===== src/rtl/vector_length.sv =====
// File intentionally holds no module; the top lives in rtl/vector_length_seq.sv.


===== src/rtl/vector_length_seq_pkg.sv =====
// Shared definitions for the vector length datapath.
//   FIXED_FRAC_BITS : fractional bits of the Q8.24 operands and result
//   SCALE_LZ_TARGET : leading-zero count the largest component is normalised to
//   FIXED_MAX       : largest representable unsigned Q8.24 result (saturation value)
//   state_e         : sequencer state encoding
//   abs_sat()       : two's complement magnitude, most-negative input clamps to FIXED_MAX
package vector_length_seq_pkg;

    localparam int unsigned FIXED_FRAC_BITS = 24;
    localparam int unsigned SCALE_LZ_TARGET = 5;
    localparam logic [31:0] FIXED_MAX       = 32'h7FFF_FFFF;

    typedef enum logic [2:0] {
        StIdle,
        StAbs,
        StScale,
        StSq,
        StSqrt,
        StOut
    } state_e;

    function automatic logic [31:0] abs_sat(input logic [31:0] val);
        logic [31:0] mag;
        if (val == 32'h8000_0000) begin
            mag = FIXED_MAX;
        end else if (val[31]) begin
            mag = ~val + 32'd1;
        end else begin
            mag = val;
        end
        return mag;
    endfunction

endpackage


===== src/rtl/clz32.sv =====
// 32-bit leading-zero counter.
//   data_i  : word to inspect
//   count_o : number of leading zeros, 0..32 (32 for an all-zero word)
module clz32 (
    input  logic [31:0] data_i,
    output logic [5:0]  count_o
);

    // Later (higher) set bits overwrite earlier ones, so the MSB-most one wins.
    always_comb begin
        count_o = 6'd32;
        for (int i = 0; i < 32; i++) begin
            if (data_i[i]) begin
                count_o = 6'(31 - i);
            end
        end
    end

endmodule


===== src/rtl/fixed_sqrt_seq.sv =====
// Iterative restoring square root, 64-bit radicand -> 32-bit root, one root bit per
// clock MSB first. The first iteration runs on the start edge straight from
// radicand_i, so done_o pulses 32 clocks after the start edge.
// Build option: VECTOR_LENGTH_ROUND_EN rounds the root to nearest (saturating at
// all-ones); otherwise the root is truncated.
//   clk_i      : clock, rising edge
//   rst_i      : synchronous active-high reset
//   start_i    : load radicand_i and begin
//   radicand_i : unsigned radicand
//   done_o     : one-cycle pulse, root_o valid while high
//   root_o     : root (floor, or rounded when VECTOR_LENGTH_ROUND_EN is defined)
module fixed_sqrt_seq (
    input  logic        clk_i,
    input  logic        rst_i,
    input  logic        start_i,
    input  logic [63:0] radicand_i,
    output logic        done_o,
    output logic [31:0] root_o
);

    logic [63:0] rad_q, rad_d, rad_src;
    logic [34:0] rem_q, rem_d, rem_src;
    logic [31:0] root_q, root_d, root_src;
    logic [4:0]  cnt_q, cnt_d;
    logic        busy_q, busy_d;
    logic        done_q, done_d;
    logic [36:0] rem_shift, trial;

    always_comb begin
        rad_src  = start_i ? radicand_i : rad_q;
        rem_src  = start_i ? 35'd0 : rem_q;
        root_src = start_i ? 32'd0 : root_q;
        // Bring down the next two radicand bits; trial divisor is 4*root + 1.
        rem_shift = {rem_src, rad_src[63:62]};
        trial     = {3'b000, root_src, 2'b01};

        rad_d  = rad_q;
        rem_d  = rem_q;
        root_d = root_q;
        cnt_d  = cnt_q;
        busy_d = busy_q;
        done_d = 1'b0;

        if (start_i || busy_q) begin
            rad_d = {rad_src[61:0], 2'b00};
            if (rem_shift >= trial) begin
                rem_d  = 35'(rem_shift - trial);
                root_d = {root_src[30:0], 1'b1};
            end else begin
                rem_d  = 35'(rem_shift);
                root_d = {root_src[30:0], 1'b0};
            end
            if (start_i) begin
                cnt_d  = 5'd1;
                busy_d = 1'b1;
            end else begin
                cnt_d = cnt_q + 5'd1;
                if (cnt_q == 5'd31) begin
                    busy_d = 1'b0;
                    done_d = 1'b1;
                end
            end
        end
    end

    always_ff @(posedge clk_i) begin
        if (rst_i) begin
            rad_q  <= '0;
            rem_q  <= '0;
            root_q <= '0;
            cnt_q  <= '0;
            busy_q <= 1'b0;
            done_q <= 1'b0;
        end else begin
            rad_q  <= rad_d;
            rem_q  <= rem_d;
            root_q <= root_d;
            cnt_q  <= cnt_d;
            busy_q <= busy_d;
            done_q <= done_d;
        end
    end

    assign done_o = done_q;

`ifdef VECTOR_LENGTH_ROUND_EN
    // Remainder N - root^2 above root means N lies past (root + 0.5)^2.
    assign root_o = ((rem_q > {3'b000, root_q}) && !(&root_q)) ? root_q + 32'd1 : root_q;
`else
    assign root_o = root_q;
`endif

endmodule


===== src/rtl/vector_length_seq.sv =====
// Sequential Euclidean length of a 3-component signed Q8.24 vector.
// Flow: IDLE -> ABS -> SCALE -> SQ (3 clk) -> SQRT (32 clk) -> OUT -> IDLE, so
// output_valid is high in the 38th clock after the accepting edge and a new vector
// can be taken every 39 clocks. Components are normalised so the largest has 5
// leading zeros before squaring; the root is de-normalised by the same shift.
// Build option: VECTOR_LENGTH_ROUND_EN selects a rounded root (see fixed_sqrt_seq).
//   clk          : clock, rising edge
//   rst          : synchronous active-high reset
//   v            : {z, y, x}, each signed Q8.24
//   new_data     : v valid, taken only while ready is high
//   ready        : high in IDLE
//   r            : |v| as unsigned Q8.24, saturated to 0x7FFFFFFF, held between results
//   output_valid : one-cycle pulse marking a new r
module vector_length_seq
    import vector_length_seq_pkg::*;
(
    input  logic        clk,
    input  logic        rst,
    input  logic [95:0] v,
    input  logic        new_data,
    output logic        ready,
    output logic [31:0] r,
    output logic        output_valid
);

    state_e             state_q, state_d;
    logic [2:0][31:0]   comp_q, comp_d;
    logic [2:0][31:0]   abs_v;
    logic [31:0]        max_q, max_d, max_xy, max_all;
    logic signed [5:0]  shift_q, shift_d, shift_now;
    logic [5:0]         lz, shl_amt, shr_amt, out_rsh, out_lsh;
    logic [1:0]         sq_cnt_q, sq_cnt_d;
    logic [63:0]        acc_q, acc_d, sq_sum, out_wide;
    logic [31:0]        mul_op, out_sat, sqrt_root;
    logic signed [63:0] prod;
    logic [31:0]        r_q, r_d;
    logic               sqrt_start, sqrt_done;

    clz32 u_clz (
        .data_i  (max_q),
        .count_o (lz)
    );

    fixed_sqrt_seq u_sqrt (
        .clk_i      (clk),
        .rst_i      (rst),
        .start_i    (sqrt_start),
        .radicand_i (sq_sum),
        .done_o     (sqrt_done),
        .root_o     (sqrt_root)
    );

    always_comb begin
        for (int i = 0; i < 3; i++) begin
            abs_v[i] = abs_sat(comp_q[i]);
        end
        max_xy  = (abs_v[0] > abs_v[1]) ? abs_v[0] : abs_v[1];
        max_all = (max_xy > abs_v[2]) ? max_xy : abs_v[2];
    end

    // s = lz - 5 in 6-bit two's complement; only one of the two amounts is non-zero.
    assign shift_now = lz - 6'(SCALE_LZ_TARGET);
    assign shl_amt   = shift_now[5] ? 6'd0 : shift_now;
    assign shr_amt   = shift_now[5] ? 6'(-shift_now) : 6'd0;

    // Single shared multiplier, one component per SQ cycle.
    assign mul_op = (sq_cnt_q == 2'd0) ? comp_q[0] :
                    (sq_cnt_q == 2'd1) ? comp_q[1] : comp_q[2];
    assign prod   = 64'($signed(mul_op)) * 64'($signed(mul_op));
    assign sq_sum = acc_q + prod;

    // Undo the normalisation; anything reaching bit 31 or beyond saturates.
    assign out_rsh  = shift_q[5] ? 6'd0 : shift_q;
    assign out_lsh  = shift_q[5] ? 6'(-shift_q) : 6'd0;
    assign out_wide = ({32'd0, sqrt_root} >> out_rsh) << out_lsh;
    assign out_sat  = (|out_wide[63:31]) ? FIXED_MAX : out_wide[31:0];

    always_comb begin
        state_d    = state_q;
        comp_d     = comp_q;
        max_d      = max_q;
        shift_d    = shift_q;
        sq_cnt_d   = sq_cnt_q;
        acc_d      = acc_q;
        r_d        = r_q;
        sqrt_start = 1'b0;

        unique case (state_q)
            StIdle: begin
                if (new_data) begin
                    comp_d  = v;
                    state_d = StAbs;
                end
            end
            StAbs: begin
                comp_d  = abs_v;
                max_d   = max_all;
                state_d = StScale;
            end
            StScale: begin
                for (int i = 0; i < 3; i++) begin
                    comp_d[i] = 32'(($signed(comp_q[i]) >>> shr_amt) <<< shl_amt);
                end
                shift_d  = shift_now;
                acc_d    = '0;
                sq_cnt_d = 2'd0;
                state_d  = StSq;
            end
            StSq: begin
                acc_d    = sq_sum;
                sq_cnt_d = sq_cnt_q + 2'd1;
                if (sq_cnt_q == 2'd2) begin
                    // Hand the final sum over on the same edge it completes.
                    sqrt_start = 1'b1;
                    state_d    = StSqrt;
                end
            end
            StSqrt: begin
                if (sqrt_done) begin
                    r_d     = out_sat;
                    state_d = StOut;
                end
            end
            StOut: begin
                state_d = StIdle;
            end
            default: begin
                state_d = StIdle;
            end
        endcase
    end

    always_ff @(posedge clk) begin
        if (rst) begin
            state_q  <= StIdle;
            comp_q   <= '0;
            max_q    <= '0;
            shift_q  <= '0;
            sq_cnt_q <= '0;
            acc_q    <= '0;
            r_q      <= '0;
        end else begin
            state_q  <= state_d;
            comp_q   <= comp_d;
            max_q    <= max_d;
            shift_q  <= shift_d;
            sq_cnt_q <= sq_cnt_d;
            acc_q    <= acc_d;
            r_q      <= r_d;
        end
    end

    assign ready        = (state_q == StIdle);
    assign output_valid = (state_q == StOut);
    assign r            = r_q;

endmodule


===== config.mk =====
export PLATFORM = sky130hd
export DESIGN_NAME = vector_length_seq
export DESIGN_NICKNAME = d
export VERILOG_FILES = /design/src/rtl/vector_length.sv /design/src/rtl/vector_length_seq_pkg.sv /design/src/rtl/clz32.sv /design/src/rtl/fixed_sqrt_seq.sv /design/src/rtl/vector_length_seq.sv
export SDC_FILE = /design/constraint.sdc
export NUM_CORES = 2
export LEC_CHECK = 0
export ABC_AREA = 1
export BUFFER_PORTS_ARGS = -buffer_cell sky130_fd_sc_hd__buf_2
export CORE_AREA = 5 5 466 468
export DETAILED_ROUTE_END_ITERATION = 12
export DIE_AREA = 0 0 471 473
export PLACE_DENSITY = 0.56
export SLEW_MARGIN = 20
export SYNTH_ARGS = -nofsm -noshare
export SYNTH_HDL_FRONTEND = slang
export SYNTH_HIERARCHICAL = 1
export SYNTH_SLANG_ARGS = --single-unit

===== constraint.sdc =====
create_clock -name clk -period 23.3 [get_ports clk]
set_input_delay 6.99 -clock clk [delete_from_list [all_inputs] [get_ports clk]]
set_output_delay 6.99 -clock clk [all_outputs]
set_load 0.03 [all_outputs]

## Word-level counts from Yosys, hierarchy flattened

Cells that the tools add are included.

| word-level totals | value |
|---|---|
| flip-flop bits (word level) | 371 |
| bits in latches | 0 |
| bits in writable memories | 0 |
| bits in read-only memories | 0 |
| input bits | 99 |
| output and inout bits | 34 |
| word-level logic and storage cells | 133 |
| memories | 0 |

| operators by class | value |
|---|---|
| add/sub/neg operators | 10 |
| multiply operators | 1 |
| divide/modulo/power cells | 0 |
| magnitude comparators | 3 |
| equal/unequal tests | 14 |
| shift-type cells | 8 |
| multiplexer cells | 66 |
| bitwise operators | 4 |
| reduce and logical (&&, ||, !) cells | 12 |

Operators by type and width:

| cell | number |
|---|---|
| $mux 32 | 12 |
| $pmux 96 s3 | 1 |
| $mux 6 | 34 |
| $pmux 64 s2 | 1 |
| $add 32x1->32 const B | 3 |
| $eq 32x32->1 const B | 3 |
| $mux 96 | 1 |
| $not 32->32 | 3 |
| $sshl 32x5->32 | 3 |
| $sshr 32x6->32 | 3 |
| $mux 35 | 2 |
| $add 64x64->64 | 1 |
| $gt 32x32->1 | 2 |
| $mul 32x32->64 | 1 |
| $mux 64 | 1 |
| $shl 64x6->64 | 1 |
| $shr 32x5->64 | 1 |
| $ge 37x34->1 | 1 |
| $sub 35x34->35 | 1 |
| $reduce_or 33->1 | 1 |
| $mux 5 | 3 |
| $pmux 3 s5 | 1 |
| $neg 6->6 | 2 |
| $mux 3 | 3 |
| other kinds (22) | 33 |

## Depth between registers and ports, before layout

| logic depth | value |
|---|---|
| depth in word-level cells | 38 |
| depth in mapped cells | 58 |
| gate-level depth less buffers | 56 |

## Cells and area by module

The synthesis kept the hierarchy.

By module, submodules not included:

| module | times used | cells an instance | area an instance (sq um) | seq. area each (sq um) |
|---|---|---|---|---|
| vector_length_seq | 1 | 9196 | 65151.2 | 4704.5 |
| fixed_sqrt_seq | 1 | 1360 | 8405.6 | 2722.6 |
| clz32 | 1 | 110 | 449.2 | 0.0 |

## Worst setup path before layout

No wires, ideal clock.

| timing path | value |
|---|---|
| path type | flip-flop to flip-flop |
| from | register sq_cnt_q[0] |
| to | register u_sqrt.rem_q[22] |
| library setup time | 109 ps |
| arrival time | 10205 ps |
| required time | 23191 ps |
| setup slack | 12986 ps |
| cell stages (with the launch flop) | 55 |
| path buffers | 4 |
| clock period less this slack | 10314 ps |
| path through | dfxtp_1 -> inv_1 -> ha_1 -> clkbuf_1 -> clkbuf_1 -> buf_1 -> a21oi_1 -> o21ai_0 -> and2_0 -> clkbuf_1 -> nor2_1 -> fa_1 -> inv_1 -> fa_1 -> inv_1 -> fa_1 -> inv_1 -> fa_1 -> [19 not listed] -> nor2_1 -> xnor2_1 -> inv_1 -> nand2_2 -> nand2_2 -> ha_1 -> o21ai_0 -> nand2_1 -> nand2_1 -> nand2_1 -> nand2_1 -> nand3_1 -> nand2_1 -> nand2_1 -> nand3_1 -> nand3_1 -> nand2_1 -> inv_1 |

| on the way | value |
|---|---|
| longest elaborated chain between the ends | 8 |
| elaborated cells on any way between the ends | 16 |
| those cells by class | add/sub (2); mul (1); order compare (1); eq/ne (2); mux (8); reduce/logical (2) |

Ends and longest elaborated chain:

| what | RTL line | text |
|---|---|---|
| start: declaration | vector_length_seq.sv:32 | `logic [1:0] sq_cnt_q, sq_cnt_d;` |
| start signal: assignment | vector_length_seq.sv:147 | `sq_cnt_q <= sq_cnt_d;` |
| $eq 2x1->1 | vector_length_seq.sv:68 | `(sq_cnt_q == 2'd1) ? comp_q[1] : comp_q[2];` |
| $mux 32 | vector_length_seq.sv:68 |  |
| $mux 32 (*) | vector_length_seq.sv:67 | `assign mul_op = (sq_cnt_q == 2'd0) ? comp_q[0] :` |
| $mul 32x32->64 (*) | vector_length_seq.sv:69 | `assign prod = 64'($signed(mul_op)) * 64'($signed(mul_op));` |
| $add 64x64->64 (*) | vector_length_seq.sv:70 | `assign sq_sum = acc_q + prod;` |
| via sq_sum[63] | vector_length_seq.sv:33 | `logic [63:0] acc_q, acc_d, sq_sum, out_wide;` |
| $mux 64 (*) | fixed_sqrt_seq.sv:30 | `rad_src = start_i ? radicand_i : rad_q;` |
| $sub 35x34->35 / $ge 37x34->1 (equally long branches) | fixed_sqrt_seq.sv:47, fixed_sqrt_seq.sv:46 |  |
| $mux 35 (*) | fixed_sqrt_seq.sv:46 | `if (rem_shift >= trial) begin` |
| end signal: assignment | fixed_sqrt_seq.sv:76 | `rem_q <= rem_d;` |
| end: declaration | fixed_sqrt_seq.sv:22 | `logic [34:0] rem_q, rem_d, rem_src;` |

The timed path passes the listed nets; every way through them passes the cells marked *.
A chain may end at the register's enable or synchronous reset.

## Worst setup path in the final report

| timing path | value |
|---|---|
| from | register comp_q[95] (netlist name) |
| to | register u_sqrt.rem_q[27] |

| on the way | value |
|---|---|
| longest elaborated chain between the ends | 7 |
| elaborated cells on any way between the ends | 8 |
| those cells by class | add/sub (2); mul (1); order compare (1); mux (4) |

Ends and longest elaborated chain:

| what | RTL line | text |
|---|---|---|
| start: declaration | vector_length_seq.sv:27 | `logic [2:0][31:0] comp_q, comp_d;` |
| start signal: assignment | vector_length_seq.sv:144 | `comp_q <= comp_d;` |
| $mux 32 (*) | vector_length_seq.sv:68 |  |
| $mux 32 (*) | vector_length_seq.sv:67 |  |
| $mul 32x32->64 (*) | vector_length_seq.sv:69 |  |
| $add 64x64->64 (*) | vector_length_seq.sv:70 |  |
| via sq_sum[63] | vector_length_seq.sv:33 |  |
| $mux 64 (*) | fixed_sqrt_seq.sv:30 |  |
| $sub 35x34->35 / $ge 37x34->1 (equally long branches) | fixed_sqrt_seq.sv:47, fixed_sqrt_seq.sv:46 |  |
| $mux 35 (*) | fixed_sqrt_seq.sv:46 |  |

Marked as above.

==> results.cfg <==
[global_routing]
grt_pass1_wl_um = 441200
grt_pass1_vias = 73120
grt_max_degree = 90
grt_usage_pct = 25.48
overflow = 0
antenna_found_initial = 9

[setup_path]
crit_required_ns = 23.79
crit_type = register to register
worst_path_max_delay_cell = fa_1
r2r_setup_slack_ns = 10.64
endpoint = u_sqrt/rem_q[27]
max_stage_delay_ns = 0.85
r2r_start = comp_q[95]
crit_start = comp_q[95]
ff2ff_path_depth = 47
crit_fanout = 43
end_kind = register
crit_top_cell = fa_1
rr_endpoint = u_sqrt/rem_q[27]
arrival_ns = 13.15
start_kind = register

[die]
core-area_mm2 = 0.2131
rows = 170
io_pins = 133
fp.dieW_um = 471
die_height_um = 473
initial_core_util_pct = 34.72
die_area_mm2 = 0.2228

[run_status]
outcome = completed

[drt]
vias_per_cell = 5.443
dr_total_vias = 72240
first_pass_iters = 6
drt_iter0_drc = 7631
wl_per_cell_um = 21.76
finalWirelength_um = 288700
drc = 0
drtAntennaViolNets = 0

[yosys]
synth_xor_area_share_pct = 1.740
synth_seq_cells = 371
synthArstFlopShare_pct = 0
synth_edf_count = 0
syn_nets = 12240
syn-cell-area_mm2 = 0.07401
yosys_warnings = 6
synth-simple-area-share_pct = 27.87
yosysUniqueCellTypes = 68
ys_seq_area_share_pct = 10.04
synth_mux_area_share_pct = 0
synthCells = 10670
yosys.area_share.adder_pct = 36.41
ys.flop_type = dfxtp_1
synth_compound_area_share_pct = 10.49
synth_top_family_by_area = adder cells
syn_avg_cell_area_um2 = 6.938

[finish]
nets = 11970
finalInstanceArea_mm2 = 0.07834
layout-drive-gt1-share_pct = 4.420
areaGrowthSynthToFinish_pct = 5.860
postLayoutCoreUtil_pct = 36.76

[min_path]
hp-class = register to register
worstHoldStart = acc_q[49]

[placement]
io_buffers = 132
place_congestion = 1.023
dpl.hpwl_um = 228200
dp_slack_ns = 10.89
place_area_mm2 = 0.07669

[sta]
hold_viol = 0
grt_setup_unrepaired = no
setup_ws_ns = 10.64
slew-limit-headroom_pct = 22.35
drv_slew = 0
setup_viol = 0
finalCriticalPeriod_ns = 12.66
clock.fmax_mhz = 78.98
worstMarginPinSlew_ns = 1.165
finalCritPeriodShare_pct = 54.34
skew_ns = 0.05116
finalSetupTns_ns = 0

[job]
cap_viol_max_count = 0

[cts]
cts_root_buf = clkbuf_16
cts_hold_buf = 0
clkSinkCount = 371
cts-buffers-inserted = 49
clk_latency_ns = 0.67
clk_path_buf_depth = 3
postCtsSetupRepairBufs = 0
cts_tree = done
htree_levels = 2
path_clk_slew_ns = 0.06
cts-resized-gates = 0
## how the worst min path moves through the flow
stage,slack [ns],depth (start not counted),to
2_1_floorplan,0.44,2,u_sqrt/rad_q[60]
3_3_place_gp,0.45,2,r[31]
3_5_place_dp,0.45,2,r[31]
4_1_cts,0.47,2,r[31]
5_1_grt,0.48,2,u_sqrt/rem_q[21]
6_report,0.46,2,acc_q[49]
## logic make-up (layout without fill, tap and decap cells)
logic type      count (synthesis)  count (layout)
other cells                     0               5
compound gates               1372            1372
xor+xnor                      147             147
fa+ha+maj                    1475            1475
flops                         371             371
buf+inv                      2543            2306
simple gates                 4758            4758
## area by class of cell
class                           count  area [µm²]
Clock buffer                       66        1413
Tap cell                         2838        3551
Sequential cell                   371        7427
Antenna cell                        5       12.51
Inverter                         1962        7378
Clock inverter                     21       225.2
Fill cell                       23070      134800
Multi-Input combinational cell   7752       56730
Timing Repair Buffer              257        1605
## synth_stat cells, types with 6 or more instances
| cell type | number | share of area (%) |
|---|---|---|
| nand2_1 | 2040 | 10 |
| inv_1 | 1923 | 9.8 |
| nand3_1 | 1486 | 10 |
| fa_1 | 1131 | 31 |
| nor2_1 | 874 | 4.4 |
| a21oi_1 | 577 | 3.9 |
| o21ai_0 | 398 | 2.7 |
| dfxtp_1 | 371 | 10 |
| clkbuf_1 | 362 | 1.8 |
| ha_1 | 344 | 5.8 |
| nand4_1 | 126 | 1.1 |
| nor3_1 | 107 | 0.72 |
| buf_2 | 99 | 0.67 |
| xor2_1 | 96 | 1.1 |
| o211ai_1 | 86 | 0.87 |
| a31oi_1 | 72 | 0.61 |
| buf_1 | 68 | 0.34 |
| o21ai_1 | 60 | 0.41 |
| xnor2_1 | 51 | 0.60 |
| a221oi_1 | 46 | 0.54 |
| and2_1 | 30 | 0.25 |
| buf_4 | 29 | 0.29 |
| o21a_1 | 25 | 0.25 |
| buf_6 | 23 | 0.35 |
| a211oi_1 | 22 | 0.22 |
| inv_2 | 20 | 0.10 |
| a22oi_1 | 16 | 0.16 |
| clkinv_1 | 15 | 0.076 |
| o21bai_1 | 14 | 0.14 |
| or2_2 | 14 | 0.12 |
| nor2_2 | 13 | 0.11 |
| nor4_1 | 13 | 0.11 |
| nand2_2 | 12 | 0.10 |
| o221ai_1 | 9 | 0.11 |
| a21boi_0 | 7 | 0.071 |
| a21o_1 | 7 | 0.071 |
| o211ai_2 | 7 | 0.12 |
| nor3_2 | 6 | 0.081 |
## through the flow
| stage | hold WS [ns] | cells |
|---|---|---|
| 5_1_grt | 0.4805 | 13270 |
| 6_report | 0.4645 | 13270 |
| 3_5_place_dp | 0.4548 | 13180 |
| 4_1_cts | 0.4665 | 13270 |
| 3_3_place_gp | 0.4503 | 13180 |
| 2_1_floorplan | 0.4445 | 10670 |
## flip-flops by register name, indices dropped and copies added (netlist names)
signal	flops
state_q	3
max_q	32
u_sqrt/root_o	32
u_sqrt/busy_q	1
comp_q	96
u_sqrt/rad_q	62
r	32
shift_q	6
sq_cnt_q	2
u_sqrt/rem_q	35
u_sqrt/cnt_q	5
acc_q	64
u_sqrt/done_o	1
## layer usage
metal	part of all wire (%)	vias to the layer above	routed length (µm)	global-route usage [%]
li1	-	33120	-	-
met1	41	35450	118400	33.39
met2	46	3033	133000	41.82
met3	7.8	635	22380	3.837
met4	5.2	4	14920	11.06
met5	0.0090	-	26	0
## worst max-delay path: cells and delay by family, from the launching register on
| family | cells | cell delay [ns] |
|---|---|---|
| adder cells (fa/ha/maj) | 10 | 4.98 |
| AND/OR/NAND/NOR | 21 | 3.38 |
| AO/OA/AOI/OAI | 3 | 0.48 |
| flip-flops | 1 | 0.31 |
| XOR/XNOR | 1 | 0.20 |
| buffers and inverters | 12 | 3.02 |
## placed cells by master (no fill, tap or decap), types with 104 or more instances in the layout
master,instances
ha_1,343
o21ai_0,397
dfxtp_1,371
nor3_1,104
buf_4,125
nor2_1,865
nand2_1,2039
buf_2,131
inv_1,1916
nand4_1,126
fa_1,1131
a21oi_1,577
nand3_1,1486
Power is left out: the tool's default activity adds up to more than one toggle a clock period on the data nets, which glitch-free logic cannot reach.
